===== config.mk =====
export PLATFORM = sky130hd
export DESIGN_NAME = lcplc_band_sequencer_flat
export DESIGN_NICKNAME = d
export VERILOG_FILES = /design/src/rtl/lcplc_band_sequencer_if.sv /design/src/rtl/lcplc_band_sequencer.sv /design/src/flat_wrapper.sv
export SDC_FILE = /design/constraint.sdc
export NUM_CORES = 1
export LEC_CHECK = 0
export CORE_MARGIN = 3
export CORE_UTILIZATION = 45
export CTS_BUF_LIST = sky130_fd_sc_hd__clkbuf_16
export DETAILED_ROUTE_END_ITERATION = 10
export PLACE_DENSITY = 0.73
export SYNTH_ARGS = -nofsm -noshare
export SYNTH_HDL_FRONTEND = slang
export SYNTH_SLANG_ARGS = --single-unit
export TNS_END_PERCENT = 5

===== constraint.sdc =====
create_clock -name clk -period 1.55 [get_ports clk]
set_clock_uncertainty 0.15 [all_clocks]
set_input_delay 0.2325 -clock clk [delete_from_list [all_inputs] [get_ports clk]]
set_output_delay 0.2325 -clock clk [all_outputs]
set_load 0.03 [all_outputs]

===== src/rtl/lcplc_band_sequencer_if.sv =====
// lcplc_band_sequencer_if: control-token and d_flag
// handshakes between the band sequencer and the error_calc path.
interface lcplc_band_sequencer_if;
  logic       ctrl_valid;
  logic       ctrl_ready;
  logic [3:0] ctrl_data;
  logic       d_flag_valid;
  logic       d_flag_ready;
  logic       d_flag_data;

  modport master (
    output ctrl_valid,
    output ctrl_data,
    output d_flag_ready,
    input  ctrl_ready,
    input  d_flag_valid,
    input  d_flag_data
  );

  modport slave (
    input  ctrl_valid,
    input  ctrl_data,
    input  d_flag_ready,
    output ctrl_ready,
    output d_flag_valid,
    output d_flag_data
  );
endinterface


===== src/rtl/lcplc_band_sequencer.sv =====
// lcplc_band_sequencer: per-block band/sample token scheduler.
// Optional LCPLC_SEQ_SKIP_STATS_EN adds skip_count output.
module lcplc_band_sequencer #(
  parameter int BANDS          = 224,
  parameter int BLOCK_SIZE_LOG = 8,
  parameter int BLOCKS         = 0
) (
  input  logic                      clk,
  input  logic                      rst,
  input  logic                      enable,
  lcplc_band_sequencer_if.master    bus,
  output logic [$clog2(BANDS)-1:0]  band_index,
  output logic                      block_done,
  output logic                      busy
`ifdef LCPLC_SEQ_SKIP_STATS_EN
  ,
  output logic [$clog2(BANDS+1)-1:0] skip_count
`endif
);

  localparam int BW = $clog2(BANDS);
  localparam int SL = BLOCK_SIZE_LOG;
  localparam logic [BW-1:0] LAST_BAND = BW'(BANDS - 1);

  localparam logic [1:0] IDLE      = 2'd0;
  localparam logic [1:0] ISSUE     = 2'd1;
  localparam logic [1:0] WAIT_FLAG = 2'd2;
  localparam logic [1:0] DONE      = 2'd3;

  logic [1:0]    state;
  logic [SL-1:0] sample;
  logic [BW-1:0] band;
  logic          ref_sel;
  logic [31:0]   blk_cnt;

  logic first_band;
  logic last_band;
  logic last_sample;
  logic quota_hit;
  logic quota_next;

  assign first_band  = (band == '0);
  assign last_band   = (band == LAST_BAND);
  assign last_sample = &sample;

  assign quota_hit  = (BLOCKS != 0) &&
                      (blk_cnt == 32'(BLOCKS));
  assign quota_next = (BLOCKS != 0) &&
                      ((blk_cnt + 32'd1) == 32'(BLOCKS));

  // Outputs decode straight from the registered state/counters
  always_comb begin
    bus.ctrl_valid   = (state == ISSUE);
    bus.d_flag_ready = (state == WAIT_FLAG);
    block_done       = (state == DONE);
    busy             = (state != IDLE);
    band_index       = band;
    bus.ctrl_data    = 4'h0;
    if (state == ISSUE) begin
      bus.ctrl_data = {ref_sel & ~first_band,
                       last_sample,
                       last_band,
                       first_band};
    end
  end

  // Band/sample walk; a band only starts once the previous flag is in
  always_ff @(posedge clk) begin
    if (rst) begin
      state   <= IDLE;
      sample  <= '0;
      band    <= '0;
      ref_sel <= 1'b0;
      blk_cnt <= '0;
    end else begin
      case (state)
        IDLE: begin
          if (enable && !quota_hit) begin
            state   <= ISSUE;
            band    <= '0;
            sample  <= '0;
            ref_sel <= 1'b0;
          end
        end
        ISSUE: begin
          if (bus.ctrl_ready) begin
            sample <= sample + 1'b1;
            if (last_sample) state <= WAIT_FLAG;
          end
        end
        WAIT_FLAG: begin
          if (bus.d_flag_valid) begin
            ref_sel <= bus.d_flag_data;
            if (last_band) begin
              state <= DONE;
            end else begin
              band  <= band + 1'b1;
              state <= ISSUE;
            end
          end
        end
        default: begin
          blk_cnt <= blk_cnt + 32'd1;
          band    <= '0;
          sample  <= '0;
          ref_sel <= 1'b0;
          if (quota_next || !enable) state <= IDLE;
          else                       state <= ISSUE;
        end
      endcase
    end
  end

`ifdef LCPLC_SEQ_SKIP_STATS_EN
  // Count skipped bands; value holds through the block_done cycle
  always_ff @(posedge clk) begin
    if (rst || state == DONE) begin
      skip_count <= '0;
    end else if (state == WAIT_FLAG && bus.d_flag_valid &&
                 !bus.d_flag_data) begin
      skip_count <= skip_count + 1'b1;
    end
  end
`endif

endmodule


===== src/flat_wrapper.sv =====
// flat-port wrapper written by rule: the top's interface ports become plain ports
module lcplc_band_sequencer_flat 
#(
  parameter int BANDS          = 224,
  parameter int BLOCK_SIZE_LOG = 8,
  parameter int BLOCKS         = 0
)
  (clk, rst, enable, band_index, block_done, busy, bus_ctrl_valid, bus_ctrl_data, bus_d_flag_ready, bus_ctrl_ready, bus_d_flag_valid, bus_d_flag_data);
  lcplc_band_sequencer_if bus_i ();
  input  logic clk;
  input  logic rst;
  input  logic enable;
  output logic [$clog2(BANDS)-1:0] band_index;
  output logic block_done;
  output logic busy;
  output wire logic [$bits(bus_i.ctrl_valid)-1:0] bus_ctrl_valid;
  output wire logic [$bits(bus_i.ctrl_data)-1:0] bus_ctrl_data;
  output wire logic [$bits(bus_i.d_flag_ready)-1:0] bus_d_flag_ready;
  input wire logic [$bits(bus_i.ctrl_ready)-1:0] bus_ctrl_ready;
  input wire logic [$bits(bus_i.d_flag_valid)-1:0] bus_d_flag_valid;
  input wire logic [$bits(bus_i.d_flag_data)-1:0] bus_d_flag_data;
  assign bus_ctrl_valid = bus_i.ctrl_valid;
  assign bus_ctrl_data = bus_i.ctrl_data;
  assign bus_d_flag_ready = bus_i.d_flag_ready;
  assign bus_i.ctrl_ready = bus_ctrl_ready;
  assign bus_i.d_flag_valid = bus_d_flag_valid;
  assign bus_i.d_flag_data = bus_d_flag_data;
  lcplc_band_sequencer #(.BANDS(BANDS), .BLOCK_SIZE_LOG(BLOCK_SIZE_LOG), .BLOCKS(BLOCKS)) u_core (.clk(clk), .rst(rst), .enable(enable), .bus(bus_i), .band_index(band_index), .block_done(block_done), .busy(busy));
endmodule

==> run summary, run 1 <==
Status: finished with violations
Failing checks: negative setup slack
PortBufs: 21
Sum of buffers and inverters on the critical path: 3
Routed len/inst: 16.6 µm
Internal power: 924 µW
Ys Warns: 0
Worst Tran Pin Value: 0.304 ns
Cell variety after synth: 41
Largest family of logic cells by synthesized area: simple AND/OR/NAND/NOR gates
Largest net degree at the start of global routing: 13
Max_cap viols: 0
Non-Filler Instances: 219
Die area: 3020 µm²
Async SR Flop Fraction: 0%
Hpwl dp: 2350 µm
Peak VDD IR: 705 µV
Comb pwr share: 14.1%
CP Max Fanout: 2
Largest area contributor in the netlist: dfxtp_1
Std-Cell Rows: 17
Nets: 201
Yosys reg bits: 19
CP max-delay cell: dfxtp_4
RR Startpoint: u_core.band_index[0]$_SDFFE_PP0P_
Net Sw Frac: 24.2%
Vias in the first global route: 1217
Synth Area in Simple Gates: 28.2%
Starting Density: 48.2%
Number of synthesized flops with an enable pin: 0
Final worst slack: -0.282 ns
# DRC: 0
Register area share after synthesis: 35.3%
All-Layer GR Usage: 24.7%
Complex-gate fraction of the synthesized area: 22.5%
Psw: 295 µW
Worst path most repeated cell: buf_6
Root buffer cell: clkbuf_16
Share of post-route cells with drive strength above 1: 45.0%
Gr ovfl total: 0
Seq pwr share: 40.6%
Worst Hold Class: in2reg
CP startpoint: u_core.band_index[0]$_SDFFE_PP0P_
Ranking of synthesized cells by area: dfxtp_1 35%, nor2_1 4.5%, nand2_1 4.2%
RSZ-0062 raised after global routing: true
Startpoint types: flip-flop
Final cycle utilization of the critical path: 118%
Pleak: 0.755 nW
IO Count: 22
H-tree levels: 1
Hold_sp: enable
Clk_lat worst skew: 0.25 ns
Final Hold Fails: 0
Core area: 2230 µm²
Cell Area, Synth: 1080 µm²
Slew headroom: 79.8%
Die Width: 54.9 µm
Mux cell area share after synthesis: 2.79%
PD cells: 679 nW/µm²
Setup crit end kind: output port
Slew Viols, Final: 0
Min Tclk post-route: 1.83 ns
TritonCTS clock tree: done
Crit Path Class: reg2out
Setup WS pre-CTS: -0.577 ns
Max clock buf depth: 2
CP max stage delay: 0.34 ns
Crit path DAT: 1.45 ns
Vias: 1314
Initial antenna violation count: 0
Adder-cell share of the synthesized area: 3.48%
Syn_nets: 140
# hold bufs at CTS: 0
TritonCTS Sinks: 19
Fmax: 546 MHz
# fillers: 140
Dpl cells: 213
Routability congestion estimate: 0.846
First-pass detailed-route iteration total: 4
Final Routed Wirelength: 3640 µm
# setup viols final: 10
Share of the synthesized area in the top cell type: 35.3%
Global-route wire length before repair: 5490 µm
Req. time, crit path: 1.17 ns
XOR/XNOR Fraction of Synth Area: 4.07%
CP delay by family, top: simple AND/OR/NAND/NOR gates
Main flop type after synthesis: dfxtp_1
Crit path cell chain: inv_2, ha_2, nor4b_4, nand2_1, buf_6, nor2_4, buf_6
Antenna Violating Nets Remaining: 0
Vias per std cell: 6.00
Starting DRC count in detailed routing: 61
Clock share of power: 45.3%
Synth Area per Inst: 8.22 µm²
Reg clk slew, reported paths: 0.06 ns
N_diodes: 0
Area Growth Syn to Fin: 66.6%
Post-synthesis cell count: 131
Total CTS buffers: 3
Die Y: 54.9 µm
-- synth_stat cells (4+ instances only) --
library cell  number
dfxtp_1           19
nor2_1            13
inv_1              5
nand3_1            4
a21oi_1            7
a31oi_1            5
nand2_1           12
xor2_1             5
clkbuf_1           4
o21ai_0            6
-- power groups by stage --
stage	clock, mW	combinational, mW	sequential [mW]
6_report	0.552	0.172	0.495
5_1_grt	0.576	0.183	0.495
4_1_cts	0.542	0.162	0.493
3_5_place_dp	0	0.150	0.504
3_3_place_gp	0	0.148	0.504
2_1_floorplan	0	0.0672	0.507
-- metrics by stage --
| stage | setup TNS [ns] | utilization (%) | instance area [µm²] | hold slack, ns | power [mW] |
|---|---|---|---|---|---|
| final | -1.23 | 80.3 | 1790 | 0.326 | 1.22 |
| after global routing | -2.14 | 80.3 | 1790 | 0.371 | 1.25 |
| after CTS | -1.15 | 78.8 | 1760 | 0.333 | 1.20 |
| after detailed placement | -4.42 | 71.1 | 1590 | 0.358 | 0.654 |
| after global placement | -3.97 | 71.1 | 1590 | 0.333 | 0.652 |
| after floorplan | -0.228 | - | 1100 | 0.278 | 0.574 |
-- cell families after synthesis --
kind of cell,Yosys count
and+or+nand+nor,55
AOI/OAI and AO/OA,36
DFF,19
buffers and inverters,10
xor gates and xnor gates,5
muxes,3
adders and majority gates,3
-- registers in the layout, summed over array words and instances, names as in the netlist --
name,cells
u_core.band_index,8
u_core.ref_sel,1
u_core.sample,8
u_core.state,2
-- worst min-delay path, cell delays in order --
cell and delay (ns):
dlygate4sd2_1 0.24, a221oi_1 0.09, a21oi_1 0.12
-- layout make-up --
| cell class | count | area (µm²) | share of cell area, % |
|---|---|---|---|
| Sequential cell | 19 | 394 | 22.0 |
| Inverter | 5 | 18.8 | 1.05 |
| Clock buffer | 3 | 75.1 | 4.18 |
| Multi-Input combinational cell | 102 | 748 | 41.7 |
| Clock inverter | 1 | 7.51 | 0.418 |
| Timing Repair Buffer | 61 | 515 | 28.7 |
| Tap cell | 28 | 35.0 | 1.95 |
-- placed cells by master (no fill, tap or decap), types with 4 or more instances in the layout --
master,count
clkdlybuf4s50_1,4
nand3_1,4
inv_2,4
a21oi_1,7
o21ai_0,5
buf_6,10
a31oi_1,5
nand2_1,10
nor2_1,10
dfxtp_1,12
buf_4,38
xor2_1,5
dfxtp_2,5
-- per-layer routing --
metal / GRT usage [%] / wire length (µm)
met5: 0 / 0
met2: 41.9 / 1820
met4: 7.29 / 42
met3: 2.14 / 233
met1: 33.1 / 1550
-- final timing paths --
kind | end | slack [ns] | cells after the start
worst min-delay path | u_core.state[0]$_SDFFE_PP0P_ | 0.33 | 3
worst max-delay path | bus_ctrl_data[0] | -0.28 | 7
worst max register to register | u_core.band_index[3]$_SDFFE_PP0P_ | -0.10 | 6
worst min register to register | u_core.sample[4]$_SDFFE_PP0P_ | 0.37 | 2
-- timing repair --
action                     in CTS  in global routing
pin swaps                       8                  3
setup buffers                   1                  1
gates resized for setup        44                 16
setup endpoints to repair      27                 26
hold endpoints to repair        0                  0
Note: power is estimated with default switching activity, not from simulation.
==> inputs of run 2 (changes only) <==
--- a/config.mk
+++ b/config.mk
@@ -5,6 +5,8 @@
 export SDC_FILE = /design/constraint.sdc
 export NUM_CORES = 1
 export LEC_CHECK = 0
+export CAP_MARGIN = 20
+export CORE_ASPECT_RATIO = 0.9
 export CORE_MARGIN = 3
 export CORE_UTILIZATION = 45
 export CTS_BUF_LIST = sky130_fd_sc_hd__clkbuf_16
==> run summary, run 2 (synthesized netlist as in run 1, its figures left out) <==
Net Sw Frac: 23.5% (-0.67 points)
R2R setup slack: -0.15 ns (-0.05 ns)
Sum of buffers and inverters on the critical path: 3 (unchanged)
Most frequent cells in the layout: 36 x buf_4, 14 x dfxtp_1, 13 x buf_6
Comb pwr share: 14.0% (about the same)
Failing checks: negative setup slack
Most common cell after layout, fill and taps aside: buf_4
# hold bufs at CTS: 0 (unchanged)
CP Max Fanout: 2 (unchanged)
# setup viols final: 16 (+6)
Initial antenna violation count: 0 (unchanged)
H-tree levels: 1 (unchanged)
Std-Cell Rows: 16 (-1)
Hpwl dp: 2530 µm (+7.9%)
Clk_lat worst skew: 0.25 ns (about the same)
Dpl cells: 212 (-0.47%)
Die area: 3020 µm² (about the same)
Slew headroom: 79.6% (-0.16 points)
Reg clk slew, reported paths: 0.05 ns (about the same)
First-pass detailed-route iteration total: 4 (unchanged)
Min Tclk post-route: 1.84 ns (+0.00449 ns)
PD cells: 657 nW/µm² (-3.3%)
Crit path cell chain: inv_4, ha_4, nor4b_4, nand2_2, buf_6, nor2_4, buf_6
Clock share of power: 44.9% (-0.4 points)
PortBufs: 21 (unchanged)
Worst Hold Class: reg2reg
Setup WS pre-CTS: -0.543 ns (+0.0336 ns)
Psw: 283 µW (-4.2%)
Share of post-route cells with drive strength above 1: 44.5% (-0.52 points)
Vias in the first global route: 1289 (+5.9%)
Startpoint types: flip-flop
Final Hold Fails: 0 (unchanged)
Worst path most repeated cell: buf_6
Hold Path Stages: 2 (-1)
IO Count: 22 (unchanged)
Die Y: 52.4 µm (-4.6%)
Total CTS buffers: 3 (unchanged)
Tot Pwr: 1.20 mW (-1.4%)
Final Routed Wirelength: 3990 µm (+9.6%)
RR Startpoint: u_core.band_index[0]$_SDFFE_PP0P_
Crit path DAT: 1.45 ns (about the same)
Gr ovfl total: 0 (unchanged)
Crit Path Class: reg2out
Vias: 1322 (+0.61%)
RSZ-0062 raised after global routing: true
Starting Density: 48.5% (+0.24 points)
TritonCTS Sinks: 19 (unchanged)
Multi-input gate area: 771 µm² (+3.0%)
Die Width: 57.6 µm (+4.8%)
Routed len/inst: 18.3 µm (+10%)
Seq pwr share: 41.0% (+0.4 points)
Req. time, crit path: 1.17 ns (about the same)
TritonCTS clock tree: done
Peak VDD IR: 999 µV (+42%)
Setup TNS: -1.75 ns (-0.525 ns)
Pleak: 0.756 nW (about the same)
Routability congestion estimate: 0.857 (+1.4%)
Hold Path Sink: u_core.sample[4]$_SDFFE_PP0P_
Finished Core Util: 82.3% (+2.0 points)
Antenna Violating Nets Remaining: 0 (unchanged)
Reg area: 392 µm² (-0.63%)
Root buffer cell: clkbuf_16
Final cycle utilization of the critical path: 118% (+0.29 points)
Fmax: 545 MHz (-0.24%)
Nets: 201 (unchanged)
Hold_sp: u_core.sample[4]$_SDFFE_PP0P_
Starting DRC count in detailed routing: 66 (+8.2%)
Final worst slack: -0.286 ns (-0.00449 ns)
Non-Filler Instances: 218 (-0.46%)
Max clock buf depth: 2 (unchanged)
# DRC: 0 (unchanged)
CP max-delay cell: dfxtp_4
Reg2reg path depth: 6 (unchanged)
N_diodes: 0 (unchanged)
Max_cap viols: 0 (unchanged)
CP startpoint: u_core.band_index[0]$_SDFFE_PP0P_
Setup crit end kind: output port
Slew Viols, Final: 0 (unchanged)
Area Growth Syn to Fin: 69.8%
Core area: 2220 µm² (-0.50%)
CP max stage delay: 0.36 ns (+0.02 ns)
CP delay by family, top: simple AND/OR/NAND/NOR gates
Global-route wire length before repair: 6040 µm (+10%)
Status: finished with violations
All-Layer GR Usage: 26.8% (+2.1 points)
Largest net degree at the start of global routing: 13 (unchanged)
# fillers: 132 (-5.7%)
Capturing point of the worst reg2reg path: u_core.band_index[3]$_SDFFE_PP0P_
Internal power: 919 µW (-0.57%)
Worst Tran Pin Value: 0.307 ns (+0.00240 ns)
Vias per std cell: 6.06 (+1.1%)
==> run 2: how the worst max path moves through the flow <==
stage | to | cells after the start
global route | bus_ctrl_data[0] | 7
CTS | bus_ctrl_data[0] | 7
floorplan | u_core.band_index[3]$_SDFFE_PP0P_ | 5
finish | bus_ctrl_data[0] | 7
detailed placement | bus_ctrl_data[3] | 6
global placement | bus_ctrl_data[3] | 6
==> run 2: final cells by class <==
cell class                      count  share of cell area [%]
Tap cell                           27                    1.85
Timing Repair Buffer               61                    28.8
Sequential cell                    19                    21.4
Inverter                            5                    1.30
Clock inverter                      1                   0.410
Clock buffer                        3                    4.10
Multi-Input combinational cell    102                    42.1
==> run 2: per-stage QoR <==
stage,hold WS [ns],area [µm²]
after global placement,0.337,1580
after detailed placement,0.364,1580
after global routing,0.384,1830
after CTS,0.356,1800
after floorplan,0.278,1100
final,0.357,1830
==> run 2: layer usage <==
layer | share of wire [%] | global-route usage [%] | vias to the layer above
li1 | - | - | 609
met1 | 40 | 32.0 | 625
met2 | 48 | 43.6 | 70
met3 | 8.3 | 7.88 | 18
met4 | 3.8 | 13.1 | 0
met5 | 0 | 0 | -
==> run 2: worst register-to-register path: cells and delay by family (launching register included) <==
kind,cells,cell delay (ns)
adder cells (fa/ha/maj),1,0.14
buffers and inverters,1,0.13
flip-flops,1,0.36
AO/OA/AOI/OAI,3,0.65
AND/OR/NAND/NOR,1,0.14
==> run 2: power by group through the flow <==
stage / clock (mW) / sequential [mW] / combinational (mW)
after floorplan: 0 / 0.507 / 0.0672
after global placement: 0 / 0.502 / 0.143
after detailed placement: 0 / 0.503 / 0.146
after CTS: 0.551 / 0.493 / 0.160
after global routing: 0.565 / 0.493 / 0.179
final: 0.540 / 0.493 / 0.169
==> run 2: timing repair <==
item / 4_1_cts / 5_1_grt
pin swaps: 6 / 3
endpoints found under the setup margin: 24 / 26
hold endpoints to repair: 0 / 0
gates resized for setup: 48 / 17
setup buffers: 1 / 1
